--- src/rtl/i2s_tx_scheduler.sv ---
`default_nettype none
// ============================================================================
// Module   : i2s_tx_scheduler
// Purpose  : Sequences an I2S transmit serializer from the system clock.
//            The block divides clk down to the serial bit clock and holds the
//            serializer in reset until a first stereo sample is loaded. It
//            then fetches one sample per frame from a valid/ready stream and
//            presents it on the serializer's parallel inputs at the frame
//            boundary. A missing sample is replaced with zero and counted.
// Ports    : clk, rst          - system clock, synchronous active-high reset
//            enable            - level; start / keep streaming while high
//            s_valid/s_ready   - upstream handshake, s_left/s_right payload
//            sclk_out          - registered bit clock to serializer sclk
//            tx_rst            - serializer reset
//            left_chan/right_chan - serializer parallel inputs
//            frame_strobe      - 1-clk pulse per frame boundary in RUN
//            underrun          - 1-clk pulse when a boundary finds no sample
//            underrun_cnt      - saturating underrun count
//            busy              - high in PRIME and RUN
// Revision : 1.0 - initial release
// ============================================================================
module i2s_tx_scheduler #(
    parameter int WIDTH = 16,
    parameter int DIV   = 4
) (
    input  logic             clk,
    input  logic             rst,
    input  logic             enable,
    input  logic             s_valid,
    output logic             s_ready,
    input  logic [WIDTH-1:0] s_left,
    input  logic [WIDTH-1:0] s_right,
    output logic             sclk_out,
    output logic             tx_rst,
    output logic [WIDTH-1:0] left_chan,
    output logic [WIDTH-1:0] right_chan,
    output logic             frame_strobe,
    output logic             underrun,
    output logic [7:0]       underrun_cnt,
    output logic             busy
);

    localparam int                 c_BIT_W    = $clog2(2*WIDTH+1);
    localparam logic [c_BIT_W-1:0] c_LAST_BIT = c_BIT_W'(2*WIDTH);
    localparam logic [c_BIT_W-1:0] c_BIT_ONE  = c_BIT_W'(1);
    localparam logic [7:0]         c_DIV_LAST = 8'(DIV-1);

    typedef enum logic [1:0] {
        ST_IDLE  = 2'd0,
        ST_PRIME = 2'd1,
        ST_RUN   = 2'd2
    } state_t;

    state_t             r_state;
    logic [7:0]         r_div_cnt;
    logic               r_sclk;
    logic               r_tx_rst;
    logic               r_s_ready;
    logic [WIDTH-1:0]   r_left;
    logic [WIDTH-1:0]   r_right;
    logic               r_frame_strobe;
    logic               r_underrun;
    logic [7:0]         r_underrun_cnt;
    logic               r_busy;
    logic [WIDTH-1:0]   r_hold_l;
    logic [WIDTH-1:0]   r_hold_r;
    logic               r_hold_valid;
    logic [c_BIT_W-1:0] r_bit_idx;
    logic [1:0]         r_fall_cnt;     // falls seen in PRIME, saturates at 2
    logic               r_loaded;       // first sample written in PRIME
    logic               r_stop_pend;

    logic               w_tick;
    logic               w_rise;
    logic               w_fall;
    logic [7:0]         w_div_next;
    logic               w_sclk_next;
    logic               w_xfer;
    logic               w_boundary;
    logic               w_hold_next;

    assign w_tick      = (r_div_cnt == c_DIV_LAST);
    assign w_rise      = w_tick & ~r_sclk;
    assign w_fall      = w_tick &  r_sclk;
    assign w_div_next  = w_tick ? 8'd0 : r_div_cnt + 8'd1;
    assign w_sclk_next = r_sclk ^ w_tick;
    assign w_xfer      = s_valid & r_s_ready;

    // The rise that enters RUN happens while still in PRIME, so it is
    // naturally excluded; the next rise with bit_idx 0 follows a full wrap.
    assign w_boundary  = (r_state == ST_RUN) & w_rise & (r_bit_idx == '0);

    // s_ready is registered, so a transfer can only occur while the hold
    // register is empty; a boundary empties it in the same edge.
    assign w_hold_next = w_xfer | (r_hold_valid & ~w_boundary);

    always_ff @(posedge clk) begin
        if (rst) begin
            r_state        <= ST_IDLE;
            r_div_cnt      <= 8'd0;
            r_sclk         <= 1'b0;
            r_tx_rst       <= 1'b1;
            r_s_ready      <= 1'b0;
            r_left         <= '0;
            r_right        <= '0;
            r_frame_strobe <= 1'b0;
            r_underrun     <= 1'b0;
            r_underrun_cnt <= 8'd0;
            r_busy         <= 1'b0;
            r_hold_l       <= '0;
            r_hold_r       <= '0;
            r_hold_valid   <= 1'b0;
            r_bit_idx      <= '0;
            r_fall_cnt     <= 2'd0;
            r_loaded       <= 1'b0;
            r_stop_pend    <= 1'b0;
        end else begin
            r_frame_strobe <= 1'b0;
            r_underrun     <= 1'b0;

            case (r_state)
                ST_IDLE: begin
                    r_sclk       <= 1'b0;
                    r_div_cnt    <= 8'd0;
                    r_tx_rst     <= 1'b1;
                    r_s_ready    <= 1'b0;
                    r_busy       <= 1'b0;
                    r_hold_valid <= 1'b0;
                    r_stop_pend  <= 1'b0;
                    r_fall_cnt   <= 2'd0;
                    r_loaded     <= 1'b0;
                    if (enable) begin
                        r_state   <= ST_PRIME;
                        r_s_ready <= 1'b1;
                        r_busy    <= 1'b1;
                    end
                end

                ST_PRIME: begin
                    if (!enable) begin
                        // Abort: any loaded sample is simply forgotten.
                        r_state    <= ST_IDLE;
                        r_sclk     <= 1'b0;
                        r_div_cnt  <= 8'd0;
                        r_s_ready  <= 1'b0;
                        r_busy     <= 1'b0;
                        r_loaded   <= 1'b0;
                        r_fall_cnt <= 2'd0;
                    end else begin
                        r_div_cnt <= w_div_next;
                        r_sclk    <= w_sclk_next;
                        if (w_xfer) begin
                            // Serializer is still in reset, so write straight
                            // to its inputs.
                            r_left    <= s_left;
                            r_right   <= s_right;
                            r_loaded  <= 1'b1;
                            r_s_ready <= 1'b0;
                        end
                        if (w_fall && (r_fall_cnt != 2'd2)) begin
                            r_fall_cnt <= r_fall_cnt + 2'd1;
                        end
                        if (w_rise && r_loaded && (r_fall_cnt == 2'd2)) begin
                            r_state      <= ST_RUN;
                            r_tx_rst     <= 1'b0;
                            r_bit_idx    <= '0;
                            r_hold_valid <= 1'b0;
                            r_s_ready    <= 1'b1;
                        end
                    end
                end

                ST_RUN: begin
                    r_div_cnt    <= w_div_next;
                    r_sclk       <= w_sclk_next;
                    r_hold_valid <= w_hold_next;
                    r_s_ready    <= ~w_hold_next;

                    if (w_xfer) begin
                        r_hold_l <= s_left;
                        r_hold_r <= s_right;
                    end

                    if (w_boundary) begin
                        r_frame_strobe <= 1'b1;
                        if (r_hold_valid) begin
                            r_left  <= r_hold_l;
                            r_right <= r_hold_r;
                        end else begin
                            r_left     <= '0;
                            r_right    <= '0;
                            r_underrun <= 1'b1;
                            if (r_underrun_cnt != 8'hFF) begin
                                r_underrun_cnt <= r_underrun_cnt + 8'd1;
                            end
                        end
                    end

                    if (w_fall) begin
                        r_bit_idx <= (r_bit_idx == c_LAST_BIT) ? '0
                                                               : r_bit_idx + c_BIT_ONE;
                    end

                    // Sticky: re-asserting enable does not cancel the stop.
                    if (!enable) begin
                        r_stop_pend <= 1'b1;
                    end

                    // Stop only on the frame wrap so the serializer always
                    // finishes the frame it is shifting out.
                    if (w_fall && (r_bit_idx == c_LAST_BIT) && r_stop_pend) begin
                        r_state      <= ST_IDLE;
                        r_tx_rst     <= 1'b1;
                        r_hold_valid <= 1'b0;
                        r_stop_pend  <= 1'b0;
                        r_s_ready    <= 1'b0;
                        r_busy       <= 1'b0;
                        r_div_cnt    <= 8'd0;
                    end
                end

                default: begin
                    r_state <= ST_IDLE;
                end
            endcase
        end
    end

    assign s_ready      = r_s_ready;
    assign sclk_out     = r_sclk;
    assign tx_rst       = r_tx_rst;
    assign left_chan    = r_left;
    assign right_chan   = r_right;
    assign frame_strobe = r_frame_strobe;
    assign underrun     = r_underrun;
    assign underrun_cnt = r_underrun_cnt;
    assign busy         = r_busy;

endmodule
`default_nettype wire
--- config.mk ---
export PLATFORM = sky130hd
export DESIGN_NAME = i2s_tx_scheduler
export DESIGN_NICKNAME = d
export VERILOG_FILES = /design/src/rtl/i2s_tx_scheduler.sv
export SDC_FILE = /design/constraint.sdc
export NUM_CORES = 1
export LEC_CHECK = 0
export ABC_AREA = 1
export CORE_ASPECT_RATIO = 0.5
export CORE_MARGIN = 4
export CORE_UTILIZATION = 30
export CTS_BUF_LIST = sky130_fd_sc_hd__clkbuf_4 sky130_fd_sc_hd__clkbuf_8
export DETAILED_ROUTE_END_ITERATION = 8
export SLEW_MARGIN = 20
export SYNTH_ARGS = -nofsm -noshare
export SYNTH_HDL_FRONTEND = slang
export SYNTH_SLANG_ARGS = --single-unit
--- constraint.sdc ---
create_clock -name clk -period 4.3 [get_ports clk]
set_input_delay 0.86 -clock clk [delete_from_list [all_inputs] [get_ports clk]]
set_output_delay 0.86 -clock clk [all_outputs]
set_load 0.02 [all_outputs]
==> summary.txt <==
Route
  • Detailed Routing Iterations Pass 1: 4
  • Vias per std cell: 4.64
  • Residual DRC count: 0
  • ANT nets after route: 0
  • Overall routed net length: 11200 µm
  • Via Count: 4184
  • Wire per inst: 12.4 µm
  • Iter 0 DRT Violations: 256

Layout
  • Design area: 5630 µm²
  • Share of layout cells above drive strength 1: 5.55%
  • Filler instances: 1577
  • Syn-to-layout area delta: 24.6%
  • Multi-input logic area: 2130 µm²
  • Final nets: 745
  • FF/Latch Area: 1980 µm²
  • Diodes inserted: 0

Setup path
  • Maximum net fanout on the critical path: 35
  • Critical path class: flip-flop to flip-flop
  • Startpoint types: flip-flop
  • Required time worst endpoint: 4.57 ns
  • CP arrival: 2.80 ns
  • Critical Path End Type: flip-flop
  • R2R Setup Slk: 1.78 ns

Pwr
  • Peak ir drop on the vdd network: 0.144 mV
  • PwrDens: 344 nW/µm²
  • Leak: 0.00215 µW

Synthesis
  • Post-synth EDFFs: 0
  • Syn_nets: 681
  • Synth Flop Type: dfxtp_1
  • Share of flip-flops with an asynchronous set or reset: 0%
  • Synthesized instance count: 634
  • Yosys reg bits: 99
  • Post-synthesis adder-cell area fraction: 3.05%
  • Netlist cell types: 32
  • Avg Cell Area, Syn: 7.12 µm²
  • Number of warnings issued by yosys: 0
  • XOR/XNOR Fraction of Synth Area: 1.16%
  • Mapped Area: 4520 µm²
  • Largest family of logic cells by synthesized area: simple AND/OR/NAND/NOR gates
  • Seq/Total Area, Yosys: 43.9%
  • Simple-gate area share of the yosys netlist: 23.1%
  • Post-synthesis mux area share: 0%
  • Compound-Gate Fraction of Synth Area: 19.7%

Global routing
  • First-pass GRT wire length: 18700 µm
  • Initial antenna violation count: 0
  • Total track usage: 13.1%
  • Largest net degree at the start of global routing: 65
  • Congestion Overflow GR: 0
  • Vias in the first global route: 3899

STA
  • Hold Vio Cnt, Final: 0
  • Fmax: 396 MHz
  • Pin slew with the least headroom to its limit: 1.04 ns
  • RSZ-0062 raised after global routing: no
  • Final Max Slew Viols: 0
  • Tmin final: 2.52 ns
  • Clk_skew: 0.0200 ns
  • Fin Setup TNS: 0 ns
  • Max-Slew Margin vs Limit: 30.4%
  • Final setup violating endpoints: 0
  • Fin crit share: 58.7%

Placement
  • GP Congestion: 0.834
  • Placed inst area: 5440 µm²
  • Port Buffers: 81
  • DP Wirelength: 7550 µm

Floorplanning
  • Core area: 14600 µm²
  • Initial cell density of the core: 31.0%
  • Die height: 94.8 µm
  • Io pins: 82
  • Rows: 31
  • Die area: 17200 µm²
  • Die Span X: 182 µm

Clocking
  • Setup bufs post-CTS: 0
  • Reg clk slew, reported paths: 0.10 ns
  • Post-CTS resize count: 0
  • Clk_lat worst skew: 0.38 ns
  • CTS buffer count: 9
  • CTS tree: built
  • CTS H-tree lvls: 3
  • Root buf cell: clkbuf_8
  • Sink Count: 99
  • CTS max path bufs: 2
  • Cts hold-fix bufs: 0

Flow run
  • MaxCap Viol Count: 0

Run status
  • Outcome: complete, no violations

Worst hold path
  • Hold Path Class: flip-flop to flip-flop
logic make-up (layout without fill, tap and decap cells):
| group | count (synthesis) | in the layout |
|---|---|---|
| flops | 99 | 99 |
| compound gates | 173 | 173 |
| xor+xnor | 6 | 6 |
| buf+inv | 98 | 167 |
| simple gates | 247 | 247 |
| fa+ha+maj | 11 | 11 |
critical path, cell delays in order, from the launching register on:
cell and delay, ns:
dfxtp_1 0.37, inv_1 0.08, ha_1 0.36, inv_4 0.39, nor2_4 0.07, nand2_2 0.17
nand2_2 0.09, nand2_4 0.31, clkinv_4 0.33, nor2_1 0.19, nor2_1 0.06
through the flow:
stage	util (%)	instances	setup slack [ns]	hold slack [ns]	total power (µW)
2_1_floorplan	-	634	2.48	0.425	1230
3_3_place_gp	37.3	885	1.47	0.434	1380
3_5_place_dp	37.3	885	1.48	0.440	1380
4_1_cts	38.6	901	1.78	0.454	1960
5_1_grt	38.6	901	1.56	0.470	2040
6_report	38.6	901	1.78	0.453	1940
final timing paths:
| check | startpoint | end | cells after the start |
|---|---|---|---|
| setup / recovery | r_state[0]$_SDFFE_PP0P_ | left_chan[13]$_SDFFE_PP0P_ | 10 |
| hold / removal | r_hold_l[5]$_SDFFE_PP0P_ | r_hold_l[5]$_SDFFE_PP0P_ | 2 |
| hold reg to reg | r_hold_l[5]$_SDFFE_PP0P_ | r_hold_l[5]$_SDFFE_PP0P_ | 2 |
| setup reg to reg | r_state[0]$_SDFFE_PP0P_ | left_chan[13]$_SDFFE_PP0P_ | 10 |
report_power, final:
| group | internal, µW | total, µW | switching [µW] | leakage, µW |
|---|---|---|---|---|
| combinational | 158 | 365 | 207 | 0.00125 |
| sequential | 966 | 993 | 27.5 | 0.000805 |
| clock | 245 | 580 | 334 | 0.0000986 |
final cells by class:
type | instances | area share [%]
Clock buffer | 12 | 2.71
Clock inverter | 4 | 0.556
Inverter | 68 | 4.67
Multi-Input combinational cell | 437 | 37.8
Sequential cell | 99 | 35.2
Tap cell | 198 | 4.40
Timing Repair Buffer | 83 | 14.7
synth_stat cells, drive strengths merged, types with 2 or more instances:
library cell / count / area share [%]
o211a: 2 / 0.44
inv: 67 / 5.6
ha: 11 / 3.0
buf: 7 / 1.4
o21ai: 113 / 13
a21oi: 55 / 6.1
nand2: 109 / 9.5
nor2: 102 / 8.7
dfxtp: 99 / 44
nor3: 10 / 1.2
xor2: 4 / 0.78
clkbuf: 23 / 1.9
xnor2: 2 / 0.39
nand4: 5 / 0.69
nand3: 18 / 2.0
nor3b: 2 / 0.55
per-layer routing:
metal	up-vias	wire length (µm)	GRT usage, %
li1	2175	-	-
met1	1934	5220	16.5
met2	64	5390	22.4
met3	11	417	3.46
met4	0	132	3.68
met5	-	0	0
cell usage in the layout (no fill, tap or decap), drive strengths merged:
| cell | instances |
|---|---|
| a211oi | 1 |
| xor2 | 4 |
| clkbuf | 12 |
| o221ai | 1 |
| nor3 | 10 |
| buf | 2 |
| nor2 | 102 |
| inv | 69 |
| nand2 | 109 |
| nor4 | 1 |
| ha | 11 |
| o21ai | 113 |
| nand3 | 18 |
| nor3b | 2 |
| a21oi | 55 |
| clkinv | 3 |
| o211a | 2 |
| nand4 | 5 |
| o21a | 1 |
| dfxtp | 99 |
| clkdlybuf4s50 | 81 |
| xnor2 | 2 |
registers in the layout (all words and copies together) (netlist names), 6 cells and up:
name,cells
r_bit_idx,6
r_div_cnt,8
r_hold_l,16
underrun_cnt,8
left_chan,16
r_hold_r,16
right_chan,16
No activity file was read; power rests on OpenSTA's default activity.
